$ cat src/rtl/scan_frame_tx_if.sv
// Bundle between the echo scanner measurement pipeline, the frame
// transmitter and the CoreUART transmit side.
interface scan_frame_tx_if;
  logic       sample_valid;
  logic [7:0] sample_angle;
  logic [7:0] sample_distance;
  logic       sweep_done;
  logic       txrdy;
  logic       wen;
  logic [7:0] data_in;
  logic       busy;
  logic       frame_done;

  // Transmitter side: consumes samples, writes bytes into CoreUART.
  modport master (
    input  sample_valid, sample_angle, sample_distance, sweep_done, txrdy,
    output wen, data_in, busy, frame_done
  );

  // Environment side: produces samples, plays the CoreUART role.
  modport slave (
    output sample_valid, sample_angle, sample_distance, sweep_done, txrdy,
    input  wen, data_in, busy, frame_done
  );
endinterface

$ cat src/rtl/scan_frame_tx.sv
// Sweep frame transmitter: buffers (angle, distance) pairs during a servo
// sweep and, on sweep_done, sends A5, flags, count, payload, checksum
// through the CoreUART txrdy/wen/data_in handshake.
module scan_frame_tx #(
  parameter int DEPTH  = 32,
  parameter int TX_GAP = 2
) (
  input  logic            clk,
  input  logic            rst_n,
  scan_frame_tx_if.master bus
);

  localparam int         AW      = (DEPTH > 1) ? $clog2(DEPTH) : 1;
  localparam logic [7:0] HEADER  = 8'hA5;
  localparam logic [7:0] DEPTH_B = 8'(DEPTH);
  localparam logic [7:0] GAP_B   = 8'(TX_GAP);

  typedef enum logic {FILL, SEND} state_t;

  state_t     state_reg, state_next;
  logic [7:0] count_reg, count_next;
  logic       overflow_reg, overflow_next;
  logic       lost_reg, lost_next;
  logic [7:0] flags_reg, flags_next;
  logic [9:0] idx_reg, idx_next;
  logic [7:0] csum_reg, csum_next;
  logic [7:0] gap_reg, gap_next;
  logic [7:0] hold_reg, hold_next;

  logic [7:0] angle_mem [DEPTH];
  logic [7:0] dist_mem  [DEPTH];

  logic          store;
  logic [9:0]    last_idx;
  logic [9:0]    pay_idx;
  logic [AW-1:0] rd_addr;
  logic [7:0]    cur_byte;
  logic          wen_c;
  logic          frame_done_c;

  // Samples are only accepted while filling and while there is room.
  assign store    = (state_reg == FILL) && bus.sample_valid && (count_reg < DEPTH_B);
  // Index of the checksum byte: header, flags, count, 2*count payload.
  assign last_idx = {1'b0, count_reg, 1'b0} + 10'd3;
  assign pay_idx  = idx_reg - 10'd3;
  assign rd_addr  = AW'(pay_idx >> 1);

  // Sample buffer write port; contents are never cleared, count tracks validity.
  always_ff @(posedge clk) begin
    if (store) begin
      angle_mem[AW'(count_reg)] <= bus.sample_angle;
      dist_mem[AW'(count_reg)]  <= bus.sample_distance;
    end
  end

  // Select the byte the frame is currently positioned at.
  always_comb begin
    cur_byte = HEADER;
    if (idx_reg == 10'd0)          cur_byte = HEADER;
    else if (idx_reg == 10'd1)     cur_byte = flags_reg;
    else if (idx_reg == 10'd2)     cur_byte = count_reg;
    else if (idx_reg == last_idx)  cur_byte = csum_reg;
    else if (pay_idx[0])           cur_byte = dist_mem[rd_addr];
    else                           cur_byte = angle_mem[rd_addr];
  end

  // State register and datapath registers.
  always_ff @(posedge clk) begin
    if (!rst_n) begin
      state_reg    <= FILL;
      count_reg    <= 8'd0;
      overflow_reg <= 1'b0;
      lost_reg     <= 1'b0;
      flags_reg    <= 8'd0;
      idx_reg      <= 10'd0;
      csum_reg     <= 8'd0;
      gap_reg      <= 8'd0;
      hold_reg     <= 8'd0;
    end else begin
      state_reg    <= state_next;
      count_reg    <= count_next;
      overflow_reg <= overflow_next;
      lost_reg     <= lost_next;
      flags_reg    <= flags_next;
      idx_reg      <= idx_next;
      csum_reg     <= csum_next;
      gap_reg      <= gap_next;
      hold_reg     <= hold_next;
    end
  end

  // Next-state logic: fill the buffer, then pace bytes out under txrdy and the gap.
  always_comb begin
    state_next    = state_reg;
    count_next    = count_reg;
    overflow_next = overflow_reg;
    lost_next     = lost_reg;
    flags_next    = flags_reg;
    idx_next      = idx_reg;
    csum_next     = csum_reg;
    hold_next     = hold_reg;
    gap_next      = (gap_reg != 8'd0) ? gap_reg - 8'd1 : 8'd0;
    wen_c         = 1'b0;
    frame_done_c  = 1'b0;

    case (state_reg)
      FILL: begin
        if (bus.sample_valid) begin
          if (count_reg < DEPTH_B) count_next    = count_reg + 8'd1;
          else                     overflow_next = 1'b1;
        end
        // A sample arriving with sweep_done is already folded in above.
        if (bus.sweep_done) begin
          flags_next    = {6'b0, lost_reg, overflow_next};
          overflow_next = 1'b0;
          lost_next     = 1'b0;
          idx_next      = 10'd0;
          csum_next     = 8'd0;
          state_next    = SEND;
        end
      end
      SEND: begin
        if (bus.sample_valid) lost_next = 1'b1;
        if (bus.txrdy && (gap_reg == 8'd0)) begin
          wen_c     = 1'b1;
          hold_next = cur_byte;
          gap_next  = GAP_B;
          idx_next  = idx_reg + 10'd1;
          if (idx_reg != 10'd0) csum_next = csum_reg ^ cur_byte;
          if (idx_reg == last_idx) begin
            frame_done_c = 1'b1;
            count_next   = 8'd0;
            state_next   = FILL;
          end
        end
      end
      default: state_next = FILL;
    endcase
  end

  assign bus.wen        = wen_c;
  assign bus.data_in    = wen_c ? cur_byte : hold_reg;
  assign bus.busy       = (state_reg == SEND);
  assign bus.frame_done = frame_done_c;

endmodule
$ cat src/flat_wrapper.sv
// flat-port wrapper written by rule: the top's interface ports become plain ports
module scan_frame_tx_flat 
#(
  parameter int DEPTH  = 32,
  parameter int TX_GAP = 2
)
  (clk, rst_n, bus_sample_valid, bus_sample_angle, bus_sample_distance, bus_sweep_done, bus_txrdy, bus_wen, bus_data_in, bus_busy, bus_frame_done);
  scan_frame_tx_if bus_i ();
  input  logic clk;
  input  logic rst_n;
  input wire logic [$bits(bus_i.sample_valid)-1:0] bus_sample_valid;
  input wire logic [$bits(bus_i.sample_angle)-1:0] bus_sample_angle;
  input wire logic [$bits(bus_i.sample_distance)-1:0] bus_sample_distance;
  input wire logic [$bits(bus_i.sweep_done)-1:0] bus_sweep_done;
  input wire logic [$bits(bus_i.txrdy)-1:0] bus_txrdy;
  output wire logic [$bits(bus_i.wen)-1:0] bus_wen;
  output wire logic [$bits(bus_i.data_in)-1:0] bus_data_in;
  output wire logic [$bits(bus_i.busy)-1:0] bus_busy;
  output wire logic [$bits(bus_i.frame_done)-1:0] bus_frame_done;
  assign bus_i.sample_valid = bus_sample_valid;
  assign bus_i.sample_angle = bus_sample_angle;
  assign bus_i.sample_distance = bus_sample_distance;
  assign bus_i.sweep_done = bus_sweep_done;
  assign bus_i.txrdy = bus_txrdy;
  assign bus_wen = bus_i.wen;
  assign bus_data_in = bus_i.data_in;
  assign bus_busy = bus_i.busy;
  assign bus_frame_done = bus_i.frame_done;
  scan_frame_tx #(.DEPTH(DEPTH), .TX_GAP(TX_GAP)) u_core (.clk(clk), .rst_n(rst_n), .bus(bus_i));
endmodule
$ cat config.mk
export PLATFORM = sky130hd
export DESIGN_NAME = scan_frame_tx_flat
export DESIGN_NICKNAME = d
export VERILOG_FILES = /design/src/rtl/scan_frame_tx_if.sv /design/src/rtl/scan_frame_tx.sv /design/src/flat_wrapper.sv
export SDC_FILE = /design/constraint.sdc
export NUM_CORES = 1
export LEC_CHECK = 0
export ABC_CLOCK_PERIOD_IN_PS = 5650
export BUFFER_PORTS_ARGS = -buffer_cell sky130_fd_sc_hd__buf_2
export CORE_MARGIN = 2
export CORE_UTILIZATION = 50
export CTS_CLUSTER_DIAMETER = 40
export DETAILED_ROUTE_END_ITERATION = 10
export PLACE_DENSITY = 0.7
export SLEW_MARGIN = 20
export SYNTH_ARGS = -nofsm -noshare
export SYNTH_HDL_FRONTEND = slang
export SYNTH_SLANG_ARGS = --single-unit
$ cat constraint.sdc
create_clock -name clk -period 5.65 [get_ports clk]
set_input_delay 1.13 -clock clk [delete_from_list [all_inputs] [get_ports clk]]
set_output_delay 1.13 -clock clk [all_outputs]
set_load 0.005 [all_outputs]
==> metrics.txt <==
status=completed; Routed WL per cell=26.6 microns; clock slew at reported path FFs=about 0.05 ns; post-synthesis to final-layout area growth=16.2%; YS warnings=0; Worst Hold Class=reg2reg; worst hold margin=0.450 ns; DRT iter0 DRCs=roughly 1600; Starting Density=0.505; Synth async-reset ratio=0; first-pass GRT wire length=between 80000 and 90000 microns; f_max=180 MHz; PortBufs=31; Top FF cell, synth=edfxtp_1; largest net degree at the start of global routing=50; worst IR drop on VDD=approximately 0.26 mV; Via-to-Cell Ratio=6.19; post-synthesis cell area=22900 sq um; Core ar.=45300 sq um; post-layout util=0.587; GR Overflow Total=0; share of the synthesized area in the top cell type=0.672; Hold Vio Cnt, Final=0; TritonCTS clock tree=done; count leader, synth=edfxtp_1; max-cap violation count=0; worst-margin pin slew=0.943 ns; Worst EP arrival=4.42 ns; row count=78; GR Util met3=0.0536; Worst setup SP type=flip-flop; slew margin rel.=0.371; Final Critical Period=5.55 ns; Leak=8.85 nW; layout cells sized above 1=0.244; clock tree buffer depth=3; met2 usage=0.387; Post-Syn Nets=1392; Seq/Total Area, Yosys=0.714; grt met1 use=0.322; data required time at the worst endpoint=4.52 ns; die extent in y=218 microns; FF+latch count, synth=559; Total GRT Usage=0.239; vias=13100; Ports=32; die area=47500 sq um; Routed Antenna Nets=0; diode count=0; Final Instance Area=26600 sq um; Routability Congestion=0.957; dpl cell area=24000 sq um; Distinct cells, synth=73; vias in the first global route=12800; die width=218 microns; Worst Skew=0.0242 ns; Post-Route WL=56400 microns; hpwl dp=33600 microns; Post-synth top cells=edfxtp_1 (512), nand2_1 (116), mux4_2 (106), nor2_1 (103), nand3_1 (48); grt peak-use layer=met2; CP max FO=14; number of H-tree levels=3; crit path capture type=output port; number of flops mapped to enable cells by yosys=512; crit path kind=reg2out; Max Slew Vio Count=0; drt pass-1 iters=6; Num CTS Buffers=75; cell taking the most area after synthesis=edfxtp_1; CTS Sinks=559; largest cells by area after synthesis=edfxtp_1 (67%), mux4_2 (10%), dfxtp_1 (4.1%), nand2_1 (1.9%), mux2i_1 (1.9%); Final #Nets=1493; drt drc=0; CTS root buf=clkbuf_16; cells after synthesis=1362; Pwr per Cell Area=363 nW/um^2; Clk Latency, worst-skew pair=0.60 ns; antenna violations before repair=1; Mapped Avg Cell Area=~17 sq um; Setup-failing EPs final=0; Tcrit/Tclk final=0.982
path summary, 6_finish.rpt:
| check | start | endpoint | slack (ns) | depth (start not counted) |
|---|---|---|---|---|
| max | u_core.idx_reg[1] | bus_data_in[2] | 0.1 | 11 |
| min | u_core.gap_reg[0] | u_core.gap_reg[0] | 0.45 | 1 |
| max reg2reg | u_core.idx_reg[1] | u_core.hold_reg[7] | 1.78 | 11 |
| min reg2reg | u_core.gap_reg[0] | u_core.gap_reg[0] | 0.45 | 1 |
final cells by class:
class / count / area, sq um
Sequential cell: 559 / 16300
Clock inverter: 50 / 498
Fill cell: 3330 / 18700
Timing Repair Buffer: 97 / 713
Inverter: 16 / 60.1
Clock buffer: 86 / 1980
Multi-Input combinational cell: 714 / 6250
Tap cell: 600 / 751
report_power, final:
part,internal [mW],switching [mW]
logic,0.171,0.294
clock network,2.79,1.81
registers,4.56,0.0268
total,7.52,2.13
through the flow:
step                      total power, mW  setup WS, ns  std cells  TNS [ns]
final                                9.65        0.0996       2122         0
after global routing                 9.92      -0.00889       2122  -0.00889
after CTS                            9.69        0.0205       2120         0
after detailed placement             5.12         0.561       1981         0
after global placement               5.11         0.587       1981         0
after floorplan                      4.94          1.38       1362         0
placed cells by master, fill, tap and decap left out, types with 6 or more instances in the layout:
cell type     n
and2_1       11
mux2i_1      43
and3_1       11
nand4_1       7
mux2_2        6
o211ai_1      7
a32oi_1       7
buf_2        31
inv_6        10
mux4_2      106
clkbuf_16    78
nand2_1     116
nor2_2       25
clkinv_1     12
dfxtp_1      47
a31oi_1      17
nand3_1      48
xnor2_1      11
buf_4        61
ha_1          8
inv_1        15
nor2_1       74
or3_1        11
edfxtp_1    512
nor2b_1       6
clkinv_4     10
o21ai_0      25
nor3_1       15
a21o_1        6
clkbuf_1      8
clkinvlp_4    6
a22oi_1       8
a21oi_1      37
xor2_1       15
critical path, cell delays in order (launching register included):
cell and delay [ns]:
dfxtp_1 0.43, ha_1 0.36, nor3_4 0.51, xor2_4 0.63, mux4_2 0.41, mux2i_1 0.26, o22ai_1 0.17, nor3_1 0.45
o31a_1 0.28, and2_1 0.17, nor2_1 0.05, buf_2 0.12
layer usage:
metal / up-vias / share of wire
met2: 691 / 0.48
li1: 5593 / -
met5: - / 0.00014
met1: 6709 / 0.39
met4: 2 / 0.032
met3: 130 / 0.090
logic make-up after synthesis:
| group | share of synthesized area |
|---|---|
| DFF | 0.714 |
| xor gates and xnor gates | 0.0141 |
| adders and majority gates | 0.00492 |
| AOI/OAI and AO/OA | 0.0477 |
| muxes | 0.126 |
| and+or+nand+nor | 0.0719 |
| buffers and inverters | 0.0218 |
repair_timing:
action / CTS / global route
setup endpoints to repair: 1 / 6
pin swaps: 1 / 1
gates cloned: 0 / 1
setup buffers: 3 / 1
gates resized for setup: 0 / 4
hold buffers: 0 / 0
Note: power is estimated with default switching activity, not from simulation.
